**src/rtl/simon_game_core.sv**
```systemverilog
// simon_game_core: the Simon Says game engine. It generates a pseudo-random
// colour sequence, plays it back on the LEDs one round longer each time, and
// checks the player's button presses against it.
//
// Optional build feature: define SIMON_SPEEDUP_EN to shorten the LED hold time
// every four rounds (halving it each time, down to HOLD_CYCLES/8). With the
// macro undefined, every step is held for HOLD_CYCLES and no shift logic exists.
//
// Every output is a flop. led, win and lose are computed from the next-state
// values, so they line up with the state code on the same cycle.

module simon_game_core #(
    parameter int NUM_COLOURS    = 4,
    parameter int MAX_LEN        = 16,
    parameter int HOLD_CYCLES    = 1000000,
    parameter int GAP_CYCLES     = 250000,
    parameter int TIMEOUT_CYCLES = 50000000
) (
    input  logic                           clk,
    input  logic                           reset,
    input  logic                           start,
    input  logic [7:0]                     seed,
    input  logic [NUM_COLOURS-1:0]         btn,
    output logic [NUM_COLOURS-1:0]         led,
    output logic [2:0]                     state,
    output logic [$clog2(MAX_LEN+1)-1:0]   round,
    output logic                           win,
    output logic                           lose
);

    // Bits per stored colour, round counter width and index width
    localparam int CW = (NUM_COLOURS > 2) ? $clog2(NUM_COLOURS) : 1;
    localparam int RW = $clog2(MAX_LEN + 1);
    localparam int IW = (MAX_LEN > 2) ? $clog2(MAX_LEN) : 1;

    // One timer serves hold, gap and input timeout, so size it for the largest
    localparam int TMAX_A = (HOLD_CYCLES > GAP_CYCLES) ? HOLD_CYCLES : GAP_CYCLES;
    localparam int TMAX   = (TMAX_A > TIMEOUT_CYCLES) ? TMAX_A : TIMEOUT_CYCLES;
    localparam int TW     = $clog2(TMAX + 1);

    typedef enum logic [2:0] {
        S_IDLE     = 3'd0,
        S_GEN      = 3'd1,
        S_SHOW_ON  = 3'd2,
        S_SHOW_OFF = 3'd3,
        S_INPUT    = 3'd4,
        S_WIN      = 3'd5,
        S_LOSE     = 3'd6
    } state_t;

    // 8-bit Fibonacci LFSR step, taps 7,5,4,3
    function automatic logic [7:0] lfsr_step(input logic [7:0] q);
        lfsr_step = {q[6:0], q[7] ^ q[5] ^ q[4] ^ q[3]};
    endfunction

    // Fold the low LFSR bits into the legal colour range 0..NUM_COLOURS-1
    function automatic logic [CW-1:0] colour_of(input logic [7:0] q);
        logic [7:0] raw;
        raw = {{(8-CW){1'b0}}, q[CW-1:0]};
        if (raw >= 8'(NUM_COLOURS)) begin
            colour_of = CW'(raw - 8'(NUM_COLOURS));
        end else begin
            colour_of = CW'(raw);
        end
    endfunction

    // Decode a stored colour into its one-hot LED/button pattern
    function automatic logic [NUM_COLOURS-1:0] onehot(input logic [CW-1:0] c);
        onehot = {NUM_COLOURS{1'b0}};
        for (int i = 0; i < NUM_COLOURS; i++) begin
            onehot[i] = (c == CW'(i));
        end
    endfunction

    // Registers
    state_t                 state_q, state_d;
    logic [7:0]             lfsr_q, lfsr_d;
    logic [IW-1:0]          idx_q, idx_d;
    logic [RW-1:0]          round_q, round_d;
    logic [TW-1:0]          timer_q, timer_d;
    logic [NUM_COLOURS-1:0] btn_prev_q;
    logic [NUM_COLOURS-1:0] led_q, led_d;
    logic                   win_q, win_d;
    logic                   lose_q, lose_d;
    logic [CW-1:0]          seq_q [MAX_LEN];

    // Helper signals
    logic                   seq_we_s;
    logic [CW-1:0]          colour_s;
    logic [RW-1:0]          round_m1_s;
    logic                   idx_at_end_s;
    logic                   press_s;
    logic                   btn_ok_s;
    logic [TW-1:0]          hold_last_s;

    assign colour_s     = colour_of(lfsr_q);
    assign round_m1_s   = round_q - RW'(1'b1);
    assign idx_at_end_s = (RW'(idx_q) == round_m1_s);

    // A press is the rising edge of "any button down"; holding produces one event
    assign press_s  = (btn_prev_q == {NUM_COLOURS{1'b0}}) && (btn != {NUM_COLOURS{1'b0}});
    // Correct only if exactly one button is down and it matches the expected colour
    assign btn_ok_s = ((btn & (btn - NUM_COLOURS'(1'b1))) == {NUM_COLOURS{1'b0}})
                   && (btn == onehot(seq_q[idx_q]));

`ifdef SIMON_SPEEDUP_EN
    logic [RW-1:0] speed_band_s;
    logic [1:0]    hold_shift_s;

    // Pick the hold shift: one extra halving every four rounds, capped at three
    always_comb begin
        speed_band_s = round_m1_s >> 2;
        if (speed_band_s > RW'(2'd3)) begin
            hold_shift_s = 2'd3;
        end else begin
            hold_shift_s = speed_band_s[1:0];
        end
        hold_last_s = TW'(HOLD_CYCLES >> hold_shift_s) - TW'(1'b1);
    end
`else
    assign hold_last_s = TW'(HOLD_CYCLES - 1);
`endif

    // State register plus all datapath counters, cleared by synchronous reset
    always_ff @(posedge clk) begin
        if (reset) begin
            state_q    <= S_IDLE;
            lfsr_q     <= 8'h00;
            idx_q      <= {IW{1'b0}};
            round_q    <= {RW{1'b0}};
            timer_q    <= {TW{1'b0}};
            btn_prev_q <= {NUM_COLOURS{1'b0}};
            led_q      <= {NUM_COLOURS{1'b0}};
            win_q      <= 1'b0;
            lose_q     <= 1'b0;
        end else begin
            state_q    <= state_d;
            lfsr_q     <= lfsr_d;
            idx_q      <= idx_d;
            round_q    <= round_d;
            timer_q    <= timer_d;
            btn_prev_q <= btn;
            led_q      <= led_d;
            win_q      <= win_d;
            lose_q     <= lose_d;
        end
    end

    // Sequence memory; always fully rewritten in GEN before it is read
    always_ff @(posedge clk) begin
        if (seq_we_s) begin
            seq_q[idx_q] <= colour_s;
        end
    end

    // Next-state and counter updates
    always_comb begin
        state_d  = state_q;
        lfsr_d   = lfsr_q;
        idx_d    = idx_q;
        round_d  = round_q;
        timer_d  = timer_q;
        seq_we_s = 1'b0;
        case (state_q)
            S_IDLE, S_WIN, S_LOSE: begin
                if (start) begin
                    state_d = S_GEN;
                    lfsr_d  = (seed == 8'h00) ? 8'h01 : seed;
                    idx_d   = {IW{1'b0}};
                    round_d = {RW{1'b0}};
                    timer_d = {TW{1'b0}};
                end else begin
                    state_d = state_q;
                end
            end
            S_GEN: begin
                seq_we_s = 1'b1;
                lfsr_d   = lfsr_step(lfsr_q);
                if (idx_q == IW'(MAX_LEN - 1)) begin
                    state_d = S_SHOW_ON;
                    idx_d   = {IW{1'b0}};
                    round_d = RW'(1'b1);
                    timer_d = {TW{1'b0}};
                end else begin
                    idx_d = idx_q + IW'(1'b1);
                end
            end
            S_SHOW_ON: begin
                if (timer_q == hold_last_s) begin
                    state_d = S_SHOW_OFF;
                    timer_d = {TW{1'b0}};
                end else begin
                    timer_d = timer_q + TW'(1'b1);
                end
            end
            S_SHOW_OFF: begin
                if (timer_q == TW'(GAP_CYCLES - 1)) begin
                    timer_d = {TW{1'b0}};
                    if (idx_at_end_s) begin
                        state_d = S_INPUT;
                        idx_d   = {IW{1'b0}};
                    end else begin
                        state_d = S_SHOW_ON;
                        idx_d   = idx_q + IW'(1'b1);
                    end
                end else begin
                    timer_d = timer_q + TW'(1'b1);
                end
            end
            S_INPUT: begin
                // A press on the timeout cycle takes priority over the timeout
                if (press_s) begin
                    timer_d = {TW{1'b0}};
                    if (!btn_ok_s) begin
                        state_d = S_LOSE;
                    end else if (!idx_at_end_s) begin
                        idx_d = idx_q + IW'(1'b1);
                    end else if (round_q == RW'(MAX_LEN)) begin
                        state_d = S_WIN;
                    end else begin
                        state_d = S_SHOW_ON;
                        round_d = round_q + RW'(1'b1);
                        idx_d   = {IW{1'b0}};
                    end
                end else if (timer_q == TW'(TIMEOUT_CYCLES - 1)) begin
                    state_d = S_LOSE;
                end else begin
                    timer_d = timer_q + TW'(1'b1);
                end
            end
            default: begin
                state_d = S_IDLE;
            end
        endcase
    end

    // Output decode from next-state values so the registered outputs align with state
    always_comb begin
        led_d  = {NUM_COLOURS{1'b0}};
        win_d  = 1'b0;
        lose_d = 1'b0;
        case (state_d)
            S_SHOW_ON: begin
                led_d = onehot(seq_q[idx_d]);
            end
            S_INPUT: begin
                led_d = btn;
            end
            S_WIN: begin
                led_d = {NUM_COLOURS{1'b1}};
                win_d = 1'b1;
            end
            S_LOSE: begin
                led_d  = onehot(seq_q[idx_d]);
                lose_d = 1'b1;
            end
            default: begin
                led_d = {NUM_COLOURS{1'b0}};
            end
        endcase
    end

    assign led   = led_q;
    assign state = state_q;
    assign round = round_q;
    assign win   = win_q;
    assign lose  = lose_q;

endmodule

```
**config.mk**
```make
export PLATFORM = sky130hd
export DESIGN_NAME = simon_game_core
export DESIGN_NICKNAME = d
export VERILOG_FILES = /design/src/rtl/simon_game_core.sv
export SDC_FILE = /design/constraint.sdc
export NUM_CORES = 1
export LEC_CHECK = 0
export ABC_AREA = 0
export CORE_MARGIN = 2
export CORE_UTILIZATION = 30
export DETAILED_ROUTE_END_ITERATION = 6
export PLACE_DENSITY = 0.51
export SYNTH_ARGS = -nofsm -noshare
export SYNTH_HDL_FRONTEND = slang
export SYNTH_SLANG_ARGS = --single-unit
```
**constraint.sdc**
```tcl
create_clock -name clk -period 5.6 [get_ports clk]
set_clock_uncertainty 0.05 [all_clocks]
set_input_delay 1.4 -clock clk [delete_from_list [all_inputs] [get_ports clk]]
set_output_delay 1.4 -clock clk [all_outputs]
set_load 0.01 [all_outputs]
```
---- After elaboration in Yosys (flattened, before gate mapping) ----
Memory sizes are Yosys's and may differ from the RTL's. A register that Yosys moved wholly into a read port is not among the register bits.
Cells that the tools add are included.
storage, ports and cells
  input bits .............................. 15
  memories ................................ 1
  memory bits (writable) .................. 32
  logic and storage cells ................. 110
  output and inout bits ................... 14
  bits in registers ....................... 56
  bits in latches ......................... 0
  bits in read-only memories .............. 0
operators by class
  $lt $le $gt $ge ......................... 0
  equality and inequality tests ........... 30
  reduce and logical (&&, ||, !) cells .... 17
  shift-type cells ........................ 0
  divide/modulo/power cells ............... 0
  bitwise logic cells ..................... 4
  multipliers ............................. 0
  add/sub/neg operators ................... 5
  mux-type cells .......................... 44
memory list
  memory  depth  width  rd ports  clocked after memory_dff  write ports  RTL line  text
  seq_q   16     2      2         1                         1            85        logic [CW-1:0] seq_q [MAX_LEN];
operators with widths
  cell                   number
  $mux 26                6
  $pmux 26 s5            1
  $mux 4                 9
  $mux 3                 10
  $mux 5                 6
  $add 26x1->26 const B  1
  $eq 26x18->1 const B   1
  $eq 26x20->1 const B   1
  $eq 26x26->1 const B   1
  $eq 3x3->1 const B     6
  $mux 8                 2
  $pmux 4 s4             1
  $pmux 8 s2             1
  $pmux 3 s5             1
  $pmux 5 s3             1
  $ne 2x2->1 const B     6
  $pmux 4 s3             1
  $eq 3x2->1 const B     3
  $eq 2x2->1 const B     4
  $logic_not 4->1        2
  $logic_not 8->1        1
  $reduce_and 7->1       1
  $add 5x1->5 const B    1
  $eq 4x5->1             1
  other kinds (23)       32

---- Depth between registers and ports, before layout ----
Gate-level depths: netlist of run 1.
  word-level depth ........................ 10
  mapped depth ............................ 15
  gate-level depth less buffers ........... 13

---- Worst setup path after synthesis of run 1 ----
Ideal clock, no wire load.
  kind .................................... input to register
  from .................................... input btn[0]
  to ...................................... register led_q[0] (netlist: led[0])
  cell stages on the path ................. 12
  setup time .............................. 87 ps
  path buffers ............................ 1
  data arrival time ....................... 4052 ps
  slack ................................... 1411 ps
  required time ........................... 5463 ps
  cell sequence ........................... or2_2 or4_1 mux2i_1 nor3_2 or4_1 a21oi_2 or2_1 buf_4 mux2_1 o2111ai_1 nand2_1 o31ai_1
on the way
  word-level cells in the longest chain between the ends .. 10
  elaborated cells between the ends (all ways) .. 21
  those cells by class .................... 1 x add/sub; 5 x eq/ne; 7 x mux; 1 x bitwise; 6 x reduce/logical; 1 x memory
ends and longest elaborated chain
  element                                                    RTL line  text
  from (decl)                                                23        input logic [NUM_COLOURS-1:0] btn,
  $sub 4x1->4                                                103       assign btn_ok_s = ((btn & (btn - NUM_COLOURS'(1'b1))) == {NUM_COLOURS{1'b0}})
  $and 4x4->4                                                103
  $logic_not 4->1                                            103
  $logic_and 1x1->1                                          104       && (btn == onehot(seq_q[idx_q]));
  $mux 4 / $mux 3 (equally long branches)                    214       if (!btn_ok_s) begin
  $mux 4 / $mux 3 (equally long branches)                    212       if (press_s) begin
  $pmux 4 s4 / $pmux 3 s5 (equally long branches)            164       case (state_q)
  $mem_v2 16x2, or another cell as far along                 -
  $logic_not 2->1 / $reduce_or 2->1 (equally long branches)  -
  $pmux 4 s3 *                                               242       case (state_d)
  to (signal assigned)                                       133       led_q <= {NUM_COLOURS{1'b0}};
  to (signal assigned)                                       143       led_q <= led_d;
  to (decl)                                                  82        logic [NUM_COLOURS-1:0] led_q, led_d;
Every way passes the cells marked *; elsewhere a longest branch is shown, timed or not.
A chain may end at the register's enable or synchronous reset.

---- Final worst setup path of run 1 ----
  from .................................... input btn[0]
  to ...................................... register led_q[1] (netlist: led[1])
on the way
  word-level cells in the longest chain between the ends .. 10
  elaborated cells between the ends (all ways) .. 21
  those cells by class .................... 1 x add/sub; 6 x eq/ne; 7 x mux; 1 x bitwise; 5 x reduce/logical; 1 x memory
ends and longest elaborated chain
  element                                               RTL line
  $sub 4x1->4                                           103
  $and 4x4->4                                           103
  $logic_not 4->1                                       103
  $logic_and 1x1->1                                     104
  $mux 4 / $mux 3 (equally long branches)               214
  $mux 4 / $mux 3 (equally long branches)               212
  $pmux 4 s4 / $pmux 3 s5 (equally long branches)       164
  $mem_v2 16x2, or another cell as far along            -
  $eq 2x1->1 / $reduce_or 2->1 (equally long branches)  -
  $pmux 4 s3 *                                          242
Marks and branches as above.

==> key figures, run 1 <==
Run status
  • Status: finished clean

Pwr
  • Power per Cell Area: 242 mW/mm^2
  • Leak: 1.97 nW
  • Comb power frac: 11.2%
  • Flop pwr share: 49.5%
  • Clock share of power: 39.4%
  • Internal cell power: 0.00106 W
  • Switching power: 0.000355 W
  • Switch share: 25.0%
  • IR Drop Worst-Case VDD: 0.142 mV

Die
  • # rows: 47
  • Chip height: 135 um
  • Core Area: 0.0166 sq mm
  • DIE AREA: 0.0182 sq mm
  • Die Wd: 135 um
  • Top-level port count: 29
  • Initial Utilization: 30.9%

Clock network
  • Clock Latency Late Sink: 350 ps
  • # H-tree levels: 3
  • Worst-path clk slew: 60 ps
  • Root Driver: clkbuf_16
  • Sink Count: 88
  • Hold buffer count at CTS: 0
  • CTS buffer count: 9
  • Setup Buffers After CTS: 0
  • Clock Path Buffers: 2
  • CTS tree: yes
  • Post_cts resized: 0

Placement
  • IO Port Bufs: 28
  • Dpl hpwl: 9600 um
  • Post-place setup slack: 485 ps
  • Number of instances in the placed design: 778
  • Final Wtd Congestion: 0.877

STA
  • Rel. slew slack: 24.6%
  • Clock period minus worst slack: 4780 ps
  • Setup violators final: 0
  • RSZ-0062 raised after global routing: no
  • Max Fclk: 209 MHz
  • Final TNS setup: 0 ps
  • Fin. max-slew vios: 0
  • Setup slack after layout: 820 ps
  • Final Hold Vio Count: 0
  • Final Cycle Share: 85.4%
  • Worst slew pin tran: 1130 ps
  • Hold_ws: 440 ps

Drt
  • WL/cell: 16.5 um
  • DR vias: 4229
  • Routed Antenna Nets: 0
  • Number of detailed-route iterations in the first pass: 4
  • DR vias/cell: 5.33
  • # DRC: 0
  • DRT iter0 DRCs: 385
  • Routed WL: 13000 um

Run
  • Max Cap Viol: 0

Logic synthesis
  • Yosys cell types: 73
  • Synth Register Bits: 88
  • Mean Syn Cell Area: 9.25 sq um
  • Synthesized area: 0.00514 sq mm
  • Ys async rst share: 0%
  • Number of flops mapped to enable cells by yosys: 32
  • Ys flop type: dfxtp_1
  • Synthesis warning total: 0
  • Post-synthesis cell count: 556
  • Post-synthesis sequential area ratio: 40.5%
  • Syn Nets: 578

GRT
  • Number of global-route vias before repair: 3993
  • Largest net degree at the start of global routing: 37
  • GR Overflow Total: 0
  • First-pass GRT wire length: 21400 um
  • GRT Overall Usage: 15.1%
  • Initial antenna violation count: 0

Setup path
  • Worst setup EP type: flip-flop
  • WP data required: 5820 ps
  • Critical path class: primary input to flip-flop
  • Reg2reg path depth: 11
  • CP max FO: 15
  • Critical Path AT: 5000 ps
  • Critical path launch point type: primary input

Finish
  • NumNets Final: 591
  • Area Growth Syn to Fin: 14.0%
  • Diodes inserted: 0
  • Share of layout cells above drive strength 1: 8.73%
  • Core Util, Final: 35.2%
  • Non-Filler Instances: 793

Hold path
  • Cell depth of the worst hold path: 2
  • HP Class: flip-flop to flip-flop
-- per-stage QoR --
stage               cell area [sq um]  total power (W)
CTS                              5860          0.00143
global route                     5860          0.00147
global placement                 5600         0.000870
detailed placement               5600         0.000872
floorplan                        5140         0.000820
finish                           5860          0.00142
-- worst max-delay path, cell delays in order --
cell	delay (ps)
clkdlybuf4s50_1	510
or2_2	350
or4_1	480
mux2i_1	180
nor3_2	90
nor2_4	200
a211oi_2	100
o22ai_2	510
mux4_2	600
a22oi_2	230
nand4_1	140
o31ai_1	210
-- worst paths after layout --
kind | startpoint | end | slack (ps)
max reg2reg | idx_q[0] | led[1] | 1260
min | timer_q[1] | timer_q[1] | 440
max | btn[0] | led[1] | 820
min reg2reg | timer_q[1] | timer_q[1] | 440
-- synth_stat cells, drive strengths merged, types with 3 or more instances --
| cell type | instances | area, sq um |
|---|---|---|
| buf | 11 | 73.8 |
| ha | 7 | 87.6 |
| mux2i | 16 | 164 |
| nor2 | 59 | 229 |
| and3 | 7 | 43.8 |
| o22ai | 5 | 37.5 |
| mux2 | 8 | 93.8 |
| o211ai | 8 | 60.1 |
| nand4 | 11 | 68.8 |
| o21ai | 28 | 140 |
| xor2 | 16 | 140 |
| nor3 | 16 | 85.1 |
| a311oi | 7 | 61.3 |
| xnor2 | 11 | 96.3 |
| clkbuf | 23 | 86.3 |
| mux4 | 10 | 225 |
| dfxtp | 56 | 1120 |
| nor2b | 13 | 81.3 |
| o31ai | 5 | 37.5 |
| or2 | 5 | 31.3 |
| nand2 | 42 | 158 |
| a211oi | 6 | 50.1 |
| nand3 | 19 | 95.1 |
| nor4 | 12 | 90.1 |
| and2 | 19 | 119 |
| edfxtp | 32 | 961 |
| a21oi | 24 | 124 |
| inv | 17 | 63.8 |
| or3 | 4 | 25.0 |
| nand2b | 10 | 62.6 |
| a31oi | 3 | 18.8 |
| or4 | 7 | 60.1 |
| a31o | 3 | 26.3 |
-- cell families after synthesis --
| family | Yosys count | share of synthesized area [%] |
|---|---|---|
| AND/OR/NAND/NOR | 232 | 23.7 |
| AO/OA/AOI/OAI | 117 | 15.7 |
| flip-flops | 88 | 40.5 |
| buffers and inverters | 51 | 4.35 |
| multiplexers | 34 | 9.39 |
| XOR/XNOR | 27 | 4.60 |
| adder cells (fa/ha/maj) | 7 | 1.70 |
-- power by group through the flow --
| stage | Sequential, W | Combinational [W] | Clock, W |
|---|---|---|---|
| after floorplan | 0.000705 | 0.000116 | 0 |
| after global placement | 0.000714 | 0.000156 | 0 |
| after detailed placement | 0.000715 | 0.000157 | 0 |
| after CTS | 0.000701 | 0.000158 | 0.000571 |
| after global routing | 0.000704 | 0.000174 | 0.000593 |
| final | 0.000701 | 0.000158 | 0.000558 |
-- cell type report --
cell class                      count  area [sq um]
Timing Repair Buffer               36           340
Multi-Input combinational cell    417          2840
Fill cell                        1667         10800
Inverter                           17          63.8
Clock inverter                      1          5.00
Sequential cell                    88          2080
Tap cell                          220           275
Clock buffer                       14           258
-- routing by layer --
metal / share of wire [%] / vias up / GRT usage (%)
li1: - / 2083 / -
met1: 50 / 1999 / 21.9
met3: 4.7 / 17 / 2.48
met2: 43 / 130 / 22.1
met5: 0 / - / 0
met4: 2.3 / 0 / 6.78
-- cell usage in the layout (no fill, tap or decap), types with 3 or more instances in the layout --
cell,n
nor2_1,58
dfxtp_1,56
nand2_1,42
edfxtp_1,32
clkdlybuf4s50_1,28
o21ai_0,25
a21oi_1,23
and2_1,19
nand3_1,19
inv_1,17
xor2_1,16
nor3_1,15
mux2i_1,15
nor2b_1,13
nor4_1,11
nand4_1,11
xnor2_1,11
nand2b_1,10
mux4_2,10
clkbuf_16,9
o211ai_1,8
buf_4,8
and3_1,7
a311oi_1,7
ha_1,7
or4_1,5
o31ai_1,5
a211oi_1,5
o22ai_1,4
mux2_1,4
or3_1,4
o21ai_1,3
or2_2,3
mux2_2,3
a31oi_1,3
clkbuf_1,3
-- sequential cells by signal, indices dropped and copies added, names as in the netlist --
name	flops
round	5
led	4
win	1
lfsr_q	8
lose	1
seq_q	32
btn_prev_q	4
state	3
idx_q	4
timer_q	26
Power figures use the tool's default switching activity.
==> inputs of run 2 (changes only) <==
--- a/config.mk
+++ b/config.mk
@@ -9,7 +9,9 @@
 export CORE_MARGIN = 2
 export CORE_UTILIZATION = 30
 export DETAILED_ROUTE_END_ITERATION = 6
+export MAX_ROUTING_LAYER = met4
 export PLACE_DENSITY = 0.51
+export SKIP_LAST_GASP = 1
 export SYNTH_ARGS = -nofsm -noshare
 export SYNTH_HDL_FRONTEND = slang
 export SYNTH_SLANG_ARGS = --single-unit
==> run 2 against run 1 <==
Sequential share of layout area unchanged. Count of clock-buffer cells in the layout unchanged. Power about the same. Clock power about the same. Combinational power about the same. Via count down 0.12%. Core utilization unchanged. First-iteration DRC count down 0.78%.
==> key figures, run 2 (synthesis gave the netlist of run 1 again) <==
Drt
  • DR vias/cell: 5.33 (-0.12%)
  • DR WL met2: 5650 um (+0.18%)
  • Routed WL: 13100 um (+0.17%)
  • Met1 WL: 6530 um (+0.49%)
  • WL/cell: 16.5 um (+0.17%)
  • Top sig layer: met4
  • DRT iter0 DRCs: 382 (-0.78%)
  • Routed Antenna Nets: 0 (unchanged)
  • DR vias: 4224 (-0.12%)
  • Number of detailed-route iterations in the first pass: 4 (unchanged)
  • Met3 WL: 595 um (-2.9%)
  • # DRC: 0 (unchanged)

STA
  • Final TNS setup: 0 ps (unchanged)
  • RSZ-0062 raised after global routing: no
  • Final Hold Vio Count: 0 (unchanged)
  • Max Fclk: 209 MHz (about the same)
  • Setup violators final: 0 (unchanged)
  • Hold_ws: 440 ps (+0.00400 ps)
  • Final Cycle Share: 85.4% (about the same)
  • Clock period minus worst slack: 4780 ps (+4.44 ps)
  • Fin. max-slew vios: 0 (unchanged)
  • Worst slew pin tran: 1130 ps (-0.0420 ps)
  • Rel. slew slack: 24.6% (about the same)

Finish
  • Share of layout cells above drive strength 1: 8.73% (unchanged)
  • Biggest register: seq_q
  • Top flop regs: seq_q (32), timer_q (26), lfsr_q (8)
  • Most frequent cells in the layout: nor2_1 (58), dfxtp_1 (56), nand2_1 (42)
  • NumNets Final: 591 (unchanged)
  • Area Growth Syn to Fin: 14.0% (unchanged)
  • Fill cells: 1667 (unchanged)
  • Max reg flops: 32 (unchanged)
  • Commonest non-fill, non-tap cell in the layout: nor2_1
  • Fin area: 0.00586 sq mm (unchanged)
  • Diodes inserted: 0 (unchanged)
  • Core Util, Final: 35.2% (unchanged)

Placement
  • Dpl cell area: 0.00560 sq mm (unchanged)
  • IO Port Bufs: 28 (unchanged)
  • Dpl hpwl: 9600 um (unchanged)
  • Final Wtd Congestion: 0.891 (+1.7%)

Clock network
  • Clock Path Buffers: 2 (unchanged)
  • CTS buffer count: 9 (unchanged)
  • # H-tree levels: 3 (unchanged)
  • Setup Buffers After CTS: 0 (unchanged)
  • Hold buffer count at CTS: 0 (unchanged)
  • Root Driver: clkbuf_16
  • Clock Latency Late Sink: 350 ps (about the same)
  • Worst-path clk slew: 60 ps (about the same)
  • Post_cts resized: 0 (unchanged)
  • CTS tree: yes
  • Sink Count: 88 (unchanged)

Pwr
  • IR Drop Worst-Case VDD: 0.142 mV (+0.29%)
  • Power per Cell Area: 242 mW/mm^2 (about the same)
  • Final Power: 0.00142 W (about the same)
  • Leak: 1.97 nW (unchanged)

Setup path
  • R2r startpoint: idx_q[0]
  • Critical path launch point type: primary input
  • Critical path class: primary input to flip-flop
  • Critical Path AT: 5000 ps (about the same)
  • Crit path from: btn[0]
  • CP max FO: 15 (unchanged)
  • WP data required: 5820 ps (about the same)
  • Worst setup EP type: flip-flop

GRT
  • GR Overflow Total: 0 (unchanged)
  • Number of global-route vias before repair: 3990 (-0.075%)
  • First-pass GRT wire length: 21400 um (about the same)
  • Initial antenna violation count: 0 (unchanged)
  • Largest net degree at the start of global routing: 37 (unchanged)
  • GRT Overall Usage: 15.6% (+0.45 points)

Run status
  • Status: finished clean

Die
  • # rows: 47 (unchanged)
  • DIE AREA: 0.0182 sq mm (unchanged)
  • Chip height: 135 um (unchanged)
  • Die Wd: 135 um (unchanged)
  • Initial Utilization: 30.9% (unchanged)
  • Core Area: 0.0166 sq mm (unchanged)
  • Top-level port count: 29 (unchanged)

Run
  • Max Cap Viol: 0 (unchanged)

Hold path
  • HP Class: flip-flop to flip-flop
  • Hold Path Origin: timer_q[1]
==> run 2: cell counts in the layout (fill, tap and decap cells not counted) <==
No cell type changed its count.
==> run 2: worst paths after layout <==
path                      to  slack [ps]  cells past startpoint
hold / removal    timer_q[1]         440                      2
setup reg to reg      led[1]        1250                     11
setup / recovery      led[1]         820                     12
hold reg to reg   timer_q[1]         440                      2
==> run 2: worst max-delay path: stages <==
cell and delay (ps):
clkdlybuf4s50_1 510, or2_2 350, or4_1 480, mux2i_1 180, nor3_2 90, nor2_4 210, a211oi_2 100, o22ai_2 510
mux4_2 600, a22oi_2 230, nand4_1 140, o31ai_1 210
==> run 2: where the power goes <==
part | switching, W | total, W | internal, W
combinational | 0.0000900 | 0.000158 | 0.0000679
sequential | 0.0000220 | 0.000701 | 0.000679
clock | 0.000242 | 0.000558 | 0.000315
==> run 2: routing by layer <==
| metal | GRT usage [%] | vias to the layer above |
|---|---|---|
| met3 | 2.48 | 18 |
| met5 | - | - |
| met4 | 6.78 | 0 |
| met2 | 22.1 | 123 |
| met1 | 21.9 | 2003 |
| li1 | - | 2080 |
==> run 2: layout make-up <==
cell class,instances,area [sq um],area share (%)
Multi-Input combinational cell,417,2840,48.4
Sequential cell,88,2080,35.5
Timing Repair Buffer,36,340,5.81
Tap cell,220,275,4.70
Clock buffer,14,258,4.40
Inverter,17,63.8,1.09
Clock inverter,1,5.00,0.0854
==> run 2: metrics by stage <==
step | std cells | setup WS, ps
after floorplan | 556 | 1410
after global placement | 778 | 591
after detailed placement | 778 | 485
after CTS | 793 | 843
after global routing | 793 | 587
final | 793 | 816
==> inputs of run 3 (changes only) <==
--- a/config.mk
+++ b/config.mk
@@ -5,9 +5,10 @@
 export SDC_FILE = /design/constraint.sdc
 export NUM_CORES = 1
 export LEC_CHECK = 0
-export ABC_AREA = 0
+export ABC_AREA = 1
 export CORE_MARGIN = 2
 export CORE_UTILIZATION = 30
+export CTS_CLUSTER_SIZE = 14
 export DETAILED_ROUTE_END_ITERATION = 6
 export MAX_ROUTING_LAYER = met4
 export PLACE_DENSITY = 0.51
==> run 3 against run 2 <==
Final cell count is 26% higher. Sequential power is 19% higher. Synthesized cell count is 34% higher. Synthesized area is 1.5% higher.
==> key figures, run 3 <==
Finish
  • Diodes inserted: 0 (unchanged)
  • Top flop regs: seq_q (32), timer_q (26), lfsr_q (8)
  • Area Growth Syn to Fin: 14.9%
  • Most frequent cells in the layout: nand2_1 (171), inv_1 (104), nor2_1 (89)
  • NumNets Final: 792 (+34%)
  • Max reg flops: 32 (unchanged)
  • Commonest non-fill, non-tap cell in the layout: nand2_1
  • Share of layout cells above drive strength 1: 6.97% (-1.8 points)
  • Biggest register: seq_q

Logic synthesis
  • Cell with the most instances after synthesis: nand2_1
  • Post-synthesis sequential area ratio: 39.9% (-0.59 points)
  • Xor-xnor portion of the synthesized cell area: 1.85% (-2.8 points)
  • Post-synthesis mux area share: 0% (-9.4 points)
  • Post-synthesis cell count: 747 (+34%)
  • Largest family of logic cells by synthesized area: simple AND/OR/NAND/NOR gates
  • Adder-Cell Fraction of Synth Area: 1.68% (-0.025 points)
  • Top-area cell type share of the netlist area: 21.5% (-0.32 points)
  • Synthesized area: 0.00522 sq mm (+1.5%)
  • Ys flop type: dfxtp_1
  • Syn Nets: 769 (+33%)
  • Number of flops mapped to enable cells by yosys: 32 (unchanged)
  • Simple-Gate Fraction of Synth Area: 35.6% (+12 points)
  • Ys async rst share: 0% (unchanged)
  • Synth Area in Compound Gates: 10.8% (-5.0 points)
  • Mean Syn Cell Area: 6.99 sq um (-24%)
  • Yosys top cell by area: dfxtp_1
  • Synthesis warning total: 0 (unchanged)
  • Synth top cells by count: nand2_1 (171), inv_1 (104), nor2_1 (89), nand3_1 (85), dfxtp_1 (56)
  • Yosys cell types: 45 (-38%)
  • Area contributors post-synth: dfxtp_1 (21%), edfxtp_1 (18%), nand2_1 (12%)
  • Synth Register Bits: 88 (unchanged)

GRT
  • Number of global-route vias before repair: 4624 (+16%)
  • Initial antenna violation count: 0 (unchanged)
  • GRT Overall Usage: 17.1% (+1.5 points)
  • GR Overflow Total: 0 (unchanged)
  • Largest net degree at the start of global routing: 23 (-38%)
  • First-pass GRT wire length: 23900 um (+12%)

STA
  • Setup violators final: 0 (unchanged)
  • Hold_ws: 440 ps (+0.0740 ps)
  • Final TNS setup: 0 ps (unchanged)
  • Worst slew pin tran: 898 ps (-233 ps)
  • Rel. slew slack: 39.9% (+15 points)
  • Max Fclk: 255 MHz (+22%)
  • Final Hold Vio Count: 0 (unchanged)
  • Setup slack after layout: 1690 ps (+870 ps)
  • Fin. max-slew vios: 0 (unchanged)
  • RSZ-0062 raised after global routing: no
  • Clock period minus worst slack: 3910 ps (-870 ps)
  • Final Cycle Share: 69.9% (-16 points)

Clock network
  • Worst-path clk slew: 60 ps (about the same)
  • # H-tree levels: 3 (unchanged)
  • Post_cts resized: 0 (unchanged)
  • Clock Path Buffers: 2 (unchanged)
  • Root Driver: clkbuf_16
  • Setup Buffers After CTS: 0 (unchanged)
  • Sink Count: 88 (unchanged)
  • CTS tree: yes
  • CTS buffer count: 9 (unchanged)
  • Hold buffer count at CTS: 0 (unchanged)
  • Clock Latency Late Sink: 360 ps (about the same)

Hold path
  • HP Class: flip-flop to flip-flop

Pwr
  • Leak: 2.39 nW (+21%)
  • IR Drop Worst-Case VDD: 0.182 mV (+28%)
  • Power per Cell Area: 412 mW/mm^2 (+70%)

Die
  • Core Area: 0.0172 sq mm (+3.2%)
  • Top-level port count: 29 (unchanged)
  • DIE AREA: 0.0185 sq mm (+1.4%)
  • Die Wd: 136 um (+0.72%)
  • Chip height: 136 um (+0.72%)
  • Initial Utilization: 30.4% (-0.52 points)
  • # rows: 48 (+2.1%)

Setup path
  • Top delay family on crit path: buffers and inverters
  • CP max FO: 5 (-10)
  • Critical Path AT: 4140 ps (-860 ps)
  • Critical path launch point type: primary input
  • Most frequent CP cell: inv_1
  • Worst setup EP type: flip-flop
  • Crit-path cells: clkdlybuf4s50_1 -> nor2_1 -> inv_1 -> o21ai_0 -> inv_1 -> nand4_2 -> inv_1 -> nand2_1 -> nand3_1 -> nand2_1 -> o21a_1 -> inv_1 -> nand3_1 -> nand3_1 -> nand2_1 -> inv_1 -> nor2_1 -> nor2_1 -> nor2_1
  • Slowest CP cell: clkdlybuf4s50_1
  • CP max stage delay: 480 ps (-120 ps)
  • Critical path class: primary input to flip-flop
  • Worst path bufs/invs: 6 (+5)
  • WP data required: 5830 ps (about the same)

Drt
  • DR vias/cell: 4.87 (-8.5%)
  • # DRC: 0 (unchanged)
  • WL/cell: 14.3 um (-13%)
  • Number of detailed-route iterations in the first pass: 5 (+1)
  • Routed Antenna Nets: 0 (unchanged)
  • DR vias: 4874 (+15%)
  • DRT iter0 DRCs: 410 (+7.3%)
  • Routed WL: 14300 um (+9.7%)

Placement
  • Final Wtd Congestion: 0.845 (-5.2%)
  • IO Port Bufs: 28 (unchanged)
  • Post-place setup slack: 1330 ps (+845 ps)
  • Dpl hpwl: 10500 um (+9.4%)

Run
  • Max Cap Viol: 0 (unchanged)

Run status
  • Status: finished clean
## run 3: cell types whose count changed after synthesis, sizes merged, moves of 10 or more
cell	delta
and2	-17
clkbuf	-15
inv	+97
mux2i	-16
mux4	-10
nand2	+135
nand2b	-10
nand3	+69
nor2	+37
nor2b	-13
o21ai	+10
## run 3: cell type report
cell class / count / area (sq um)
Clock buffer: 11 / 264
Clock inverter: 5 / 35.0
Fill cell: 1933 / 11200
Inverter: 114 / 428
Multi-Input combinational cell: 526 / 2610
Sequential cell: 88 / 2080
Tap cell: 225 / 282
Timing Repair Buffer: 31 / 303
## run 3: final timing paths
check | from | endpoint | slack, ps | cells after the start
max reg2reg | idx_q[1] | led[3] | 1800 | 23
min | lfsr_q[6] | lfsr_q[7] | 440 | 2
min reg2reg | lfsr_q[6] | lfsr_q[7] | 440 | 2
max | btn[0] | led[3] | 1690 | 19
## run 3: tightest hold or removal path: stages (launching register included)
cell and delay [ps]:
dfxtp_1 310, nand2_1 60, a31oi_1 70
## run 3: power by group
group          leakage (nW)  internal [W]  switching (W)  total [W]
sequential            0.749      0.000741      0.0000955   0.000836
combinational          1.50      0.000325       0.000700    0.00103
clock                 0.147      0.000342       0.000267   0.000608
total                  2.39       0.00141        0.00106    0.00247
## run 3: per-stage QoR
| step | util [%] | cell area, sq um | power (W) | std cells |
|---|---|---|---|---|
| 2_1_floorplan | - | 5220 | 0.00160 | 747 |
| 3_3_place_gp | 33.2 | 5700 | 0.00187 | 984 |
| 3_5_place_dp | 33.2 | 5700 | 0.00186 | 984 |
| 4_1_cts | 34.9 | 6000 | 0.00248 | 1000 |
| 5_1_grt | 34.9 | 6000 | 0.00267 | 1000 |
| 6_report | 34.9 | 6000 | 0.00247 | 1000 |
## run 3: layer usage
layer	part of all wire, %	vias to the layer above	routed length (um)	global-route usage [%]
met2	42	131	6080	24.7
met4	1.6	0	227	5.38
li1	-	2497	-	-
met3	5.5	23	793	3.91
met1	50	2223	7240	23.7
met5	0	-	0	-
## run 3: logic make-up after synthesis
| logic type | Yosys count |
|---|---|
| adder cells (fa/ha/maj) | 7 |
| AO/OA/AOI/OAI | 96 |
| buffers and inverters | 133 |
| AND/OR/NAND/NOR | 412 |
| flip-flops | 88 |
| XOR/XNOR | 11 |
==> patch 1, RTL diff (settings of run 2) <==
Take the reset off `lfsr_q` and load it in a clocked block of its own.
--- a/src/rtl/simon_game_core.sv
+++ b/src/rtl/simon_game_core.sv
@@ -127,3 +127,2 @@
             state_q    <= S_IDLE;
-            lfsr_q     <= 8'h00;
             idx_q      <= {IW{1'b0}};
@@ -137,3 +136,2 @@
             state_q    <= state_d;
-            lfsr_q     <= lfsr_d;
             idx_q      <= idx_d;
@@ -146,2 +144,6 @@
         end
+    end
+
+    always_ff @(posedge clk) begin
+        lfsr_q <= lfsr_d;
     end
Formal check against the unedited RTL: same outputs for any inputs over 10 cycles, from zero or initial values and one cycle with reset high; that may be too few to reach the edited logic, so the function may still have changed.
==> patch 1 against run 2 <==
- global-route usage increased by 1.2 points
- sequential cell count unchanged
- synthesized cell count increased by 5.0%
- non-clock buffer count increased by 6
- sequential share of layout area decreased by 0.29 points
- worst setup slack got worse by 170 ps
- clock power increased by 3%
- count of clock-buffer cells in the layout decreased by 4
- total power increased by 5.9%
- synthesized area increased by 3.9%
- routed wire length increased by 15%
- final area increased by 4.7%
- critical endpoint unchanged
- largest cell class unchanged
- largest power group unchanged
==> patch 1: results (changes against run 2) <==
{
  "timing.reg2reg.worst_path_depth": {"value": 12, "change": "+1"},
  "grt_max_degree": {"value": 25, "change": "-32%"},
  "vdd_drop_max": {"value": 179.1, "unit": "uV", "change": "+26%"},
  "detailedRoute.firstIterationViolations": {"value": 302, "change": "-21%"},
  "finalWirelength": {"value": 15020, "unit": "um", "change": "+15%"},
  "timing.reg2reg.setup_slack": {"value": 830, "unit": "ps", "change": "-420 ps"},
  "status": {"value": "complete, no violations"},
  "dp_hpwl": {"value": 11350, "unit": "um", "change": "+18%"},
  "met1Wirelength": {"value": 7215, "unit": "um", "change": "+11%"},
  "max_slew_margin": {"value": 0.3304, "change": "+0.08487"},
  "dr.pass1.iters": {"value": 5, "change": "+1"},
  "postSynthNetCount": {"value": 606, "change": "+4.8%"},
  "synth_edf_count": {"value": 40, "change": "+25%"},
  "place_congestion": {"value": 0.8813, "change": "-1.1%"},
  "cp.arrival": {"value": 5180, "unit": "ps", "change": "+180 ps"},
  "via_count_of_the_first_global_routing_pass": {"value": 4178, "change": "+4.7%"},
  "dominant_cells_by_area_after_synthesis": {"value": "sky130_fd_sc_hd__edfxtp_1, sky130_fd_sc_hd__dfxtp_1, sky130_fd_sc_hd__nor2_1"},
  "finish.net_count": {"value": 625, "change": "+5.8%"},
  "met2_length": {"value": 6621, "unit": "um", "change": "+17%"},
  "wl_met3": {"value": 757, "unit": "um", "change": "+27%"},
  "grt_pass1_wl": {"value": 23320, "unit": "um", "change": "+8.9%"},
  "p_leak": {"value": 2.009, "unit": "nW", "change": "+1.8%"},
  "synthTopCellsByCount": {"value": "sky130_fd_sc_hd__nor2_1, sky130_fd_sc_hd__dfxtp_1, sky130_fd_sc_hd__nand2_1"},
  "ys_types": {"value": 79, "change": "+8.2%"},
  "worstPathMaxFanout": {"value": 9, "change": "-6"},
  "grtUsageTotal": {"value": 0.1683, "change": "+0.01239"},
  "share_of_post_route_cells_with_drive_strength_above_1": {"value": 0.08553, "change": "-0.001734"}
}
-- patch 1: worst max path at each step --
stage,startpoint,endpoint,slack [ps],cells past startpoint
after floorplan,btn[2],led[0],1110,14
after global placement,btn[1],led[0],490,11
after detailed placement,btn[1],led[1],380,11
after CTS,btn[1],led[3],720,11
after global routing,btn[1],led[2],400,11
final,btn[1],led[1],650,11
-- patch 1: metal layers --
metal / GRT usage / up-vias
met5: - / -
met4: 0.06014 / 0
met3: 0.04194 / 29
met2: 0.2518 / 147
met1: 0.2209 / 2169
li1: - / 2204
-- patch 1: layout make-up --
| class | instances | area, sq um |
|---|---|---|
| Clock buffer | 10 | 230.2 |
| Fill cell | 1757 | 11220 |
| Tap cell | 225 | 281.5 |
| Sequential cell | 88 | 2162 |
| Timing Repair Buffer | 42 | 385.4 |
| Multi-Input combinational cell | 439 | 2939 |
| Clock inverter | 6 | 51.30 |
| Inverter | 23 | 86.33 |
-- patch 1: power breakdown --
part	switching, W	internal (W)
Combinational	0.000115	0.0000820
Sequential	0.0000265	0.000700
Clock	0.000269	0.000308
Total	0.000411	0.00109
-- patch 1: logic make-up after synthesis --
family	count (synthesis)	share of synthesized area
XOR/XNOR	33	0.05409
AO/OA/AOI/OAI	118	0.1648
adder cells (fa/ha/maj)	7	0.01639
buffers and inverters	57	0.04542
multiplexers	34	0.06813
AND/OR/NAND/NOR	247	0.2466
flip-flops	88	0.4046
-- patch 1: per-stage QoR --
step	cell area [sq um]	setup slack, ps	cells	power (W)
finish	6136	647.6	833	0.001501
global route	6136	395.4	833	0.001570
CTS	6136	723.5	833	0.001514
detailed placement	5854	380.9	817	0.0009361
global placement	5854	487.4	817	0.0009336
floorplan	5344	1106	584	0.0008671
-- patch 1: worst max-delay path: stages --
cell                              delay [ps]
sky130_fd_sc_hd__clkdlybuf4s50_1         590
sky130_fd_sc_hd__nor2_1                  140
sky130_fd_sc_hd__and4_1                  190
sky130_fd_sc_hd__or4_1                   580
sky130_fd_sc_hd__and2_1                  270
sky130_fd_sc_hd__and4_4                  210
sky130_fd_sc_hd__o31a_1                  290
sky130_fd_sc_hd__a2111oi_0               600
sky130_fd_sc_hd__o32a_1                  270
sky130_fd_sc_hd__or4b_1                  470
sky130_fd_sc_hd__o22ai_1                 170
==> patch 2, RTL diff (settings of run 2) <==
Made on the original files. Set the parameter `GAP_CYCLES` to 500000 (it was 250000).
--- a/src/rtl/simon_game_core.sv
+++ b/src/rtl/simon_game_core.sv
@@ -15,3 +15,3 @@
     parameter int HOLD_CYCLES    = 1000000,
-    parameter int GAP_CYCLES     = 250000,
+    parameter int GAP_CYCLES     = 500000,
     parameter int TIMEOUT_CYCLES = 50000000
Formal check against the unedited RTL: no difference found for any inputs over 10 cycles, from zero or initial values and one cycle with reset high; that may be too few to reach the edited logic, so the function may still have changed.
==> patch 2 against run 2 <==
- worst setup slack better by 81 ps
- sequential cell count is the same
- die area fell by 3.3%
- total power is essentially flat
- largest cell class unchanged
- routed wire length fell by 3.8%
- synthesized area decreased by 3.4%
- critical endpoint unchanged
- first-iteration DRC count fell by 16%
- final area down 2.6%
- combinational power shrank 3%
- clock power is 0.7% higher
- critical path depth unchanged
==> patch 2: results (changes against run 2) <==
{
  "comb.multi_input.count": {"value": 405, "change": "-2.9%"},
  "grt_pass1_wl": {"value": 20290, "unit": "um", "change": "-5.3%"},
  "postSynthNetCount": {"value": 548, "change": "-5.2%"},
  "critical_path.reg2reg.startpoint": {"value": "idx_q[1]"},
  "routedWlPerCell": {"value": 16.24, "unit": "um", "change": "-1.5%"},
  "hold_start": {"value": "timer_q[4]"},
  "timing.reg2reg.setup_slack": {"value": 1380, "unit": "ps", "change": "+130 ps"},
  "dr.pass1.iters": {"value": 5, "change": "+1"},
  "critical-path-slowest-cell": {"value": "sky130_fd_sc_hd__clkdlybuf4s50_1"},
  "synth_xor_xnor_area_share": {"value": 0.06121, "change": "+0.01522"},
  "finish.net_count": {"value": 571, "change": "-3.4%"},
  "timing.hold.worst_endpoint": {"value": "timer_q[4]"},
  "via_count": {"value": 3965, "change": "-6.1%"},
  "wl_met3": {"value": 550, "unit": "um", "change": "-7.6%"},
  "buffers_excl_clock": {"value": 33, "change": "-8.3%"},
  "grtUsageTotal": {"value": 0.1502, "change": "-0.005724"},
  "status": {"value": "complete, no violations"},
  "worst_reg2reg_endpoint": {"value": "led[2]"},
  "buffer_area_frac": {"value": 0.05567, "change": "-0.002405"},
  "worstPathMaxFanout": {"value": 13, "change": "-2"},
  "inverters": {"value": 12, "change": "-5"},
  "timing_worst_slew_pin_value": {"value": 1137, "unit": "ps", "change": "+5.332 ps"},
  "syn_avg_cell_area": {"value": 9.443, "unit": "sq um", "change": "+2.1%"},
  "clock_area_frac": {"value": 0.04756, "change": "+0.002723"},
  "number_of_clock_buffers_in_the_layout": {"value": 10, "change": "-4"},
  "share_of_post_route_cells_with_drive_strength_above_1": {"value": 0.07220, "change": "-0.01506"},
  "final_cells": {"value": 774, "change": "-2.4%"},
  "n_fill_cell": {"value": 1646, "change": "-1.3%"},
  "vdd_drop_max": {"value": 143.3, "unit": "uV", "change": "+0.69%"}
}
## patch 2: changes by cell type after synthesis, moves of 9 or more
cell,before,now
sky130_fd_sc_hd__and2_1,19,4
sky130_fd_sc_hd__clkbuf_1,23,12
sky130_fd_sc_hd__mux2i_1,15,37
sky130_fd_sc_hd__mux4_2,10,1
sky130_fd_sc_hd__nor2_1,58,90
sky130_fd_sc_hd__o21ai_0,25,12
## patch 2: critical path: cells and delay by family
kind,cells,cell delay [ps]
AO/OA/AOI/OAI,5,1150
multiplexers,3,890
AND/OR/NAND/NOR,2,630
buffers and inverters,2,870
## patch 2: per-stage QoR
step                      worst slack, ps  area [sq um]  total power (W)
after detailed placement            511.8          5438        0.0008701
after CTS                           898.0          5709         0.001437
after floorplan                      1378          4967        0.0008186
final                               896.0          5709         0.001418
after global placement              634.1          5438        0.0008663
after global routing                643.2          5709         0.001477
